File: config.mk
export PLATFORM = sky130hd
export DESIGN_NAME = lsu_bus_ctrl
export DESIGN_NICKNAME = d
export VERILOG_FILES = /design/src/rtl/lsu_bus_ctrl.sv
export SDC_FILE = /design/constraint.sdc
export NUM_CORES = 1
export LEC_CHECK = 0
export ABC_AREA = 1
export CELL_PAD_IN_SITES_DETAIL_PLACEMENT = 1
export CELL_PAD_IN_SITES_GLOBAL_PLACEMENT = 1
export CORE_ASPECT_RATIO = 1.25
export CORE_MARGIN = 3
export CORE_UTILIZATION = 32
export DETAILED_ROUTE_END_ITERATION = 10
export PLACE_DENSITY = 0.89
export REMOVE_ABC_BUFFERS = 1
export SYNTH_ARGS = -nofsm -noshare
export SYNTH_HDL_FRONTEND = slang
export SYNTH_SLANG_ARGS = --single-unit
export TNS_END_PERCENT = 100
File: constraint.sdc
create_clock -name clk -period 9.55 [get_ports clk]
set_clock_uncertainty 0.05 [all_clocks]
set_input_delay 1.4325 -clock clk [delete_from_list [all_inputs] [get_ports clk]]
set_output_delay 1.4325 -clock clk [all_outputs]
set_load 0.005 [all_outputs]
File: src/rtl/lsu_bus_ctrl.sv
// lsu_bus_ctrl
// MEM-stage load/store bus controller. Issues one SRAM-like bus transaction
// at a time, builds byte strobes and lane-replicated store data, flags
// misaligned accesses, stalls the pipeline until the access completes and
// latches the raw read word for the load-extension stage.
//
// Ports
//   clk, reset                   clock, async active-high reset
//   req_valid/we/size/addr/wdata MEM-stage access (held while mem_stall=1)
//   flush                        squash of the MEM-stage instruction
//   stage_advance                MEM hands its instruction to WB
//   data_req/wr/size/addr/wstrb/wdata  bus request fields
//   data_addr_ok, data_data_ok, data_rdata  bus handshake / read word
//   mem_stall                    hold the pipeline
//   p_data_rdata, rdata_valid    latched read word and its validity
//   addr_err                     misaligned access (AdEL/AdES upstream)
//
// state | meaning
// IDLE  | no transaction; accepts a new aligned access
// REQ   | data_req high, waiting for data_addr_ok
// WAIT  | address accepted, waiting for data_data_ok
// DONE  | access complete, result held until the stage advances
// DRAIN | squashed access in flight; swallow its response

module lsu_bus_ctrl (
    input  logic        clk,
    input  logic        reset,
    input  logic        req_valid,
    input  logic        req_we,
    input  logic [1:0]  req_size,
    input  logic [31:0] req_addr,
    input  logic [31:0] req_wdata,
    input  logic        flush,
    input  logic        stage_advance,
    output logic        data_req,
    output logic        data_wr,
    output logic [1:0]  data_size,
    output logic [31:0] data_addr,
    output logic [3:0]  data_wstrb,
    output logic [31:0] data_wdata,
    input  logic        data_addr_ok,
    input  logic        data_data_ok,
    input  logic [31:0] data_rdata,
    output logic        mem_stall,
    output logic [31:0] p_data_rdata,
    output logic        rdata_valid,
    output logic        addr_err
);

    typedef enum logic [2:0] {
        S_IDLE  = 3'd0,
        S_REQ   = 3'd1,
        S_WAIT  = 3'd2,
        S_DONE  = 3'd3,
        S_DRAIN = 3'd4
    } state_t;

    state_t      state, state_nxt;
    logic        cancel;
    logic        aligned;
    logic        start;
    logic [3:0]  wstrb_nxt;
    logic [31:0] wdata_nxt;

    always_comb begin
        case (req_size)
            2'b00:   aligned = 1'b1;
            2'b01:   aligned = ~req_addr[0];
            default: aligned = (req_addr[1:0] == 2'b00);
        endcase
    end

    assign start = (state == S_IDLE) & req_valid & aligned & ~flush;

    always_comb begin
        wstrb_nxt = 4'b1111;
        wdata_nxt = req_wdata;
        case (req_size)
            2'b00: begin
                wstrb_nxt = 4'b0001 << req_addr[1:0];
                wdata_nxt = {4{req_wdata[7:0]}};
            end
            2'b01: begin
                wstrb_nxt = req_addr[1] ? 4'b1100 : 4'b0011;
                wdata_nxt = {2{req_wdata[15:0]}};
            end
            default: begin
                wstrb_nxt = 4'b1111;
                wdata_nxt = req_wdata;
            end
        endcase
        if (!req_we) begin
            wstrb_nxt = 4'b0000;
        end
    end

    always_ff @(posedge clk or posedge reset) begin
        if (reset) begin
            state <= S_IDLE;
        end else begin
            state <= state_nxt;
        end
    end

    always_comb begin
        state_nxt = state;
        case (state)
            S_IDLE: begin
                if (start) state_nxt = S_REQ;
            end
            S_REQ: begin
                // A flush seen while the request is pending (now or earlier)
                // must still let the bus finish, so it goes to DRAIN.
                if (data_addr_ok) state_nxt = (cancel | flush) ? S_DRAIN : S_WAIT;
            end
            S_WAIT: begin
                if (flush && data_data_ok) state_nxt = S_IDLE;
                else if (flush)            state_nxt = S_DRAIN;
                else if (data_data_ok)     state_nxt = S_DONE;
            end
            S_DONE: begin
                if (stage_advance || flush) state_nxt = S_IDLE;
            end
            S_DRAIN: begin
                if (data_data_ok) state_nxt = S_IDLE;
            end
            default: state_nxt = S_IDLE;
        endcase
    end

    always_comb begin
        data_req    = (state == S_REQ);
        rdata_valid = (state == S_DONE) & ~data_wr;
        addr_err    = (state == S_IDLE) & req_valid & ~aligned;
        mem_stall   = start | (state == S_REQ) | (state == S_WAIT)
                    | ((state == S_DRAIN) & req_valid);
    end

    always_ff @(posedge clk or posedge reset) begin
        if (reset) begin
            data_wr      <= 1'b0;
            data_size    <= 2'b00;
            data_addr    <= 32'h0;
            data_wstrb   <= 4'b0000;
            data_wdata   <= 32'h0;
            p_data_rdata <= 32'h0;
            cancel       <= 1'b0;
        end else begin
            if (start) begin
                data_wr    <= req_we;
                data_size  <= req_size;
                data_addr  <= req_addr;
                data_wstrb <= wstrb_nxt;
                data_wdata <= wdata_nxt;
            end
            if (state == S_REQ) begin
                if (data_addr_ok) cancel <= 1'b0;
                else if (flush)   cancel <= 1'b1;
            end
            if (state == S_WAIT && data_data_ok && !flush && !data_wr) begin
                p_data_rdata <= data_rdata;
            end
        end
    end

endmodule

==> out/metrics.csv, run 1 <==
metric;value;unit
ys_types;25;
drv_slew;0;
die_w;113;um
ant_nets;0;
worst_pin_slew;1.02;ns
p_per_area;273;nW/um^2
path_delay_family;buffers and inverters;
period_minus_slack;5.51;ns
h-tree-depth;3;
overflow;0;
cts-root-buf;clkbuf_16;
hpwl;11.6;mm
cp_slowest_cell;a21oi_4;
async_flop_share;1.00;
synth.most_common_cell;nand2_1;
netlist_instances;531;
track_usage;0.199;
ctsHoldBuffers;0;
setup_viol;0;
post_cts_resized;0;
grt_pass1_vias;5015;
rsz0062_at_grt;no;
start_util;0.331;
crit_path_start_kind;input port;
wl;15.5;mm
synth_enable_flop_cells;0;
io_buffers;212;
final_nets;834;
grt_pass1_wl;25.3;mm
r2r-start;state[0];
drcViolationCount;0;
vias;4404;
post_cts_buffers;0;
core;13900;um^2
synth_ff_type;dfrtp_1;
place.gp.congestion;0.832;
timing.final.crit_share;0.577;
crit_arrival;4.03;ns
slew_headroom;0.322;
syn_to_final_growth;54.2;%
synth_top_area_frac;0.580;
hp-class;reg2reg;
ys_seq_elements;107;
power;1.94;mW
maxCapViolations;0;
drt_iter0_drc;210;
path_class;in2out;
n_fill_cell;1648;
grt_start_max_net_pins;97;
reg2reg_slack;6.89;ns
ys_seq_area_frac;0.580;
vias_per_cell;4.85;
end_kind;primary output;
insertion_delay;0.34;ns
wire_per_inst;17.1;um
status;completed;
worst-path-buf-inv;3;
synthTopCellsByCount;157 x nand2_1, 107 x dfrtp_1, 66 x o21ai_0, 43 x inv_1, 41 x a21oi_1;
die_h;140;um
antenna_found_initial;0;
die_area;15900;um^2
yosysWarnings;0;
netlist_area;4610;um^2
cp.required;8.07;ns
numCtsBuffers;9;
rows;48;
critical-path-max-stage-delay;0.80;ns
clk_pin_slew_worst_paths;0.07;ns
setup_ws;4.04;ns
crit_chain;clkdlybuf4s50_1, buf_4, nand2_1, a21oi_4, nor3b_1, clkdlybuf4s50_1;
syn_avg_cell_area;8.69;um^2
cts_tree;yes;
p_leak;3.22;nW
clockBufferDepth;2;
cp_max_fo;45;
drt-pass1-iter-count;4;
tns;0;ns
cts.sinks;107;
synthTopCellsByArea;dfrtp_1 58%, nand2_1 13%, o21ai_0 7.2%;
drive_gt1_frac;0.0396;
startpoint;req_size[1];
ioPinCount;213;
ir_drop;0.000128;V
num_antenna_cells;0;
timing.final.hold_violations;0;
hp-start;p_data_rdata[9];
timing.fmax;0.181;GHz
synth_area_leader_cell;dfrtp_1;
crit_top_cell;clkdlybuf4s50_1;
place_ws;3.99;ns
==> logic make-up (layout without fill, tap and decap cells) <==
group,count (synthesis),count (layout),synth area share
compound gates,133,133,0.149
buf+inv,75,277,0.0719
flops,107,107,0.580
simple gates,216,216,0.198
==> final timing paths <==
check / depth (start not counted) / end
worst min register to register: 2 / p_data_rdata[9]
worst max register to register: 6 / data_wstrb[2]
max in group asynchronous: 3 / data_wstrb[1]
worst min-delay path: 2 / p_data_rdata[9]
min in group asynchronous: 2 / p_data_rdata[1]
worst max-delay path: 6 / addr_err
==> cells in the final DEF (no fill, tap or decap) <==
cell type / n
a21oi_1: 41
nor2_4: 3
a21oi_4: 1
inv_2: 2
inv_1: 42
clkbuf_8: 3
nand4_1: 2
clkdlybuf4s50_1: 212
nand4_4: 2
nand2_2: 1
clkbuf_16: 9
dfrtp_1: 107
o21ai_0: 66
clkinv_1: 1
clkinvlp_4: 1
nor3_4: 1
clkinv_4: 1
a31oi_1: 8
buf_4: 3
clkinv_2: 1
nand3_1: 16
nand2_1: 157
nor3b_1: 1
o21ai_1: 16
inv_4: 1
clkbuf_1: 1
o21bai_1: 1
nor3_1: 2
nor2_1: 31
==> final cells by class <==
cell class	count	area (um^2)	share of cell area
inverters	46	175	0.0246
multi-input cells	349	1600	0.226
well taps	175	219	0.0308
repair buffers	215	2140	0.302
clock buffers	13	270	0.0380
flip-flops and latches	107	2680	0.376
clock inverters	3	21.3	0.00299
==> sequential cells by signal (all words and copies together), names as in the netlist <==
signal / count
data_addr: 32
data_wstrb: 4
data_size: 2
state: 3
p_data_rdata: 32
data_wdata: 32
cancel: 1
data_wr: 1
==> layer usage <==
| layer | GRT usage | share of wire | vias up |
|---|---|---|---|
| met5 | 0 | 0 | - |
| met3 | 0.0398 | 0.053 | 36 |
| li1 | - | - | 2099 |
| met2 | 0.362 | 0.54 | 137 |
| met4 | 0.0873 | 0.036 | 0 |
| met1 | 0.223 | 0.37 | 2132 |
==> worst min-delay path, stage by stage, from the launching register on <==
cell and delay [ns]:
dfrtp_1 0.34, nand2_1 0.05, o21ai_0 0.06
==> where the power goes <==
group	switching, mW	leakage [nW]	internal [mW]	total, mW
logic	0.331	1.75	0.471	0.802
registers	0.124	1.33	0.651	0.775
clock network	0.162	0.142	0.199	0.361
total	0.617	3.22	1.32	1.94
==> per-stage QoR <==
stage / instance area (um^2) / hold slack, ns / util / instances
after floorplan: 4450 / 0.404 / - / 502
after global placement: 6820 / 0.417 / 0.489 / 892
after detailed placement: 6820 / 0.432 / 0.489 / 892
after CTS: 7110 / 0.451 / 0.510 / 908
after global routing: 7110 / 0.476 / 0.510 / 908
final: 7110 / 0.442 / 0.510 / 908
Note: power is estimated with default switching activity, not from simulation.
==> run 2: changes to the inputs <==
- CORE_UTILIZATION: 32 -> 27
- PLACE_DENSITY: 0.89 -> 0.8
- clock period: 9.55 -> 4.7 ns (I/O delays scaled with it)
==> run 2 against run 1 <==
Effect of this change:
- global-route usage decreased by 2.8 points
- sequential power is 100% higher
- flip-flop and latch count unchanged
- highest routed layer unchanged
- via count down 1.7%
- largest cell class unchanged
- sequential share of layout area down 0.43 points
- design area increased by 1.2%
- core utilization down 7.3 points
- non-clock buffer count is 3 higher
- die area rose by 18%
- hold slack barely moved
- worst setup slack got worse by 2.9 ns
- largest power group unchanged
==> out/metrics.csv, run 2 (synthesis results as in run 1) <==
metric;value;unit
drive_gt1_frac;0.0408;
vias;4327;
ctsHoldBuffers;0;
timing.fmax;0.279;GHz
start_util;0.280;
overflow;0;
crit_arrival;2.83;ns
cp.required;3.94;ns
worst_pin_slew;0.980;ns
grt_pass1_vias;4485;
hp-class;reg2reg;
period_minus_slack;3.58;ns
die_h;152;um
post_cts_buffers;0;
critical-path-max-stage-delay;0.52;ns
crit_top_cell;clkdlybuf4s50_1;
grt_pass1_wl;24.9;mm
ir_drop;0.000309;V
wl_met2;8.43;mm
die_area;18700;um^2
place.gp.congestion;0.771;
antenna_found_initial;1;
wl;15.9;mm
insertion_delay;0.34;ns
timing.final.hold_violations;0;
p_leak;3.24;nW
cp_max_fo;44;
crit_path_start_kind;input port;
path_delay_family;buffers and inverters;
status;completed;
setup_viol;0;
die_w;123;um
maxCapViolations;0;
cts-root-buf;clkbuf_16;
drt_iter0_drc;254;
wl_met1;6.21;mm
tns;0;ns
placed_cells;936;
path_class;in2out;
top_layer;met4;
final_cell_mix;212 x clkdlybuf4s50_1, 157 x nand2_1, 107 x dfrtp_1;
fin_area;7190;um^2
met3WireLength;715;um
ant_nets;0;
io_buffers;212;
cp_slowest_cell;nand4_4;
rsz0062_at_grt;no;
numCtsBuffers;9;
final_util;0.437;
h-tree-depth;3;
power;3.96;mW
dpl_cell_area;6890;um^2
hpwl;11.5;mm
p_per_area;550;nW/um^2
worst_hold_slack;0.443;ns
grt_start_max_net_pins;97;
crit_chain;clkdlybuf4s50_1, inv_1, nand4_4, nor2_4, nor3_1, o21ai_0, clkdlybuf4s50_1;
fin_cells;953;
rows;52;
clockBufferDepth;2;
end_kind;primary output;
reg_top3;data_addr x32, data_wdata x32, p_data_rdata x32;
syn_to_final_growth;56.0;%
post_cts_resized;0;
slew_headroom;0.347;
final_nets;837;
drv_slew;0;
drcViolationCount;0;
place_ws;1.07;ns
ioPinCount;213;
timing.final.crit_share;0.762;
clk_pin_slew_worst_paths;0.07;ns
wire_per_inst;16.6;um
n_fill_cell;1905;
track_usage;0.171;
core;16500;um^2
cts_tree;yes;
cts.sinks;107;
vias_per_cell;4.54;
setup_ws;1.12;ns
drt-pass1-iter-count;4;
final_common_cell;clkdlybuf4s50_1;
worst-path-buf-inv;3;
[run 2: cell types whose count changed in the layout (fill, tap and decap cells not counted)]
cell        previous run  this run
clkinv_2               1         0
clkbuf_8               3         1
clkinv_4               1         2
bufinv_16              0         1
buf_4                  3         6
clkinvlp_4             1         0
diode_2                0         1
clkbuf_1               1         3
[run 2: tightest hold or removal path, stage by stage, from the launching register on]
cell,delay [ns]
dfrtp_1,0.34
nand2_1,0.05
o21ai_0,0.07
[run 2: path summary, 6_finish.rpt]
| path | startpoint | slack (ns) | cells after the start | end |
|---|---|---|---|---|
| setup / recovery | flush | 1.12 | 7 | mem_stall |
| hold / removal | p_data_rdata[22] | 0.44 | 2 | p_data_rdata[22] |
| setup reg to reg | state[0] | 1.96 | 6 | data_wstrb[2] |
| hold reg to reg | p_data_rdata[22] | 0.44 | 2 | p_data_rdata[22] |
| max in group asynchronous | reset | 2.81 | 3 | state[1] |
| min in group asynchronous | reset | 0.87 | 2 | p_data_rdata[20] |
[run 2: cell type report]
cell class,instances,area (um^2),area share
sequential,107,2680,0.372
timing repair buffer,218,2170,0.301
multi-input combinational,349,1600,0.223
tap,216,270,0.0376
clock buffer,13,250,0.0348
inverter,46,175,0.0243
clock inverter,3,47.5,0.00661
antenna,1,2.50,0.000348
[run 2: where the power goes]
| group | internal, mW | switching [mW] | leakage, nW |
|---|---|---|---|
| clock network | 0.431 | 0.342 | 0.144 |
| logic | 0.961 | 0.673 | 1.77 |
| registers | 1.32 | 0.227 | 1.33 |
[run 2: routing by layer]
metal  GRT usage  vias up
met5           0        -
met4      0.0662        0
met1       0.202     2092
li1            -     2106
met2       0.302      103
met3      0.0334       26
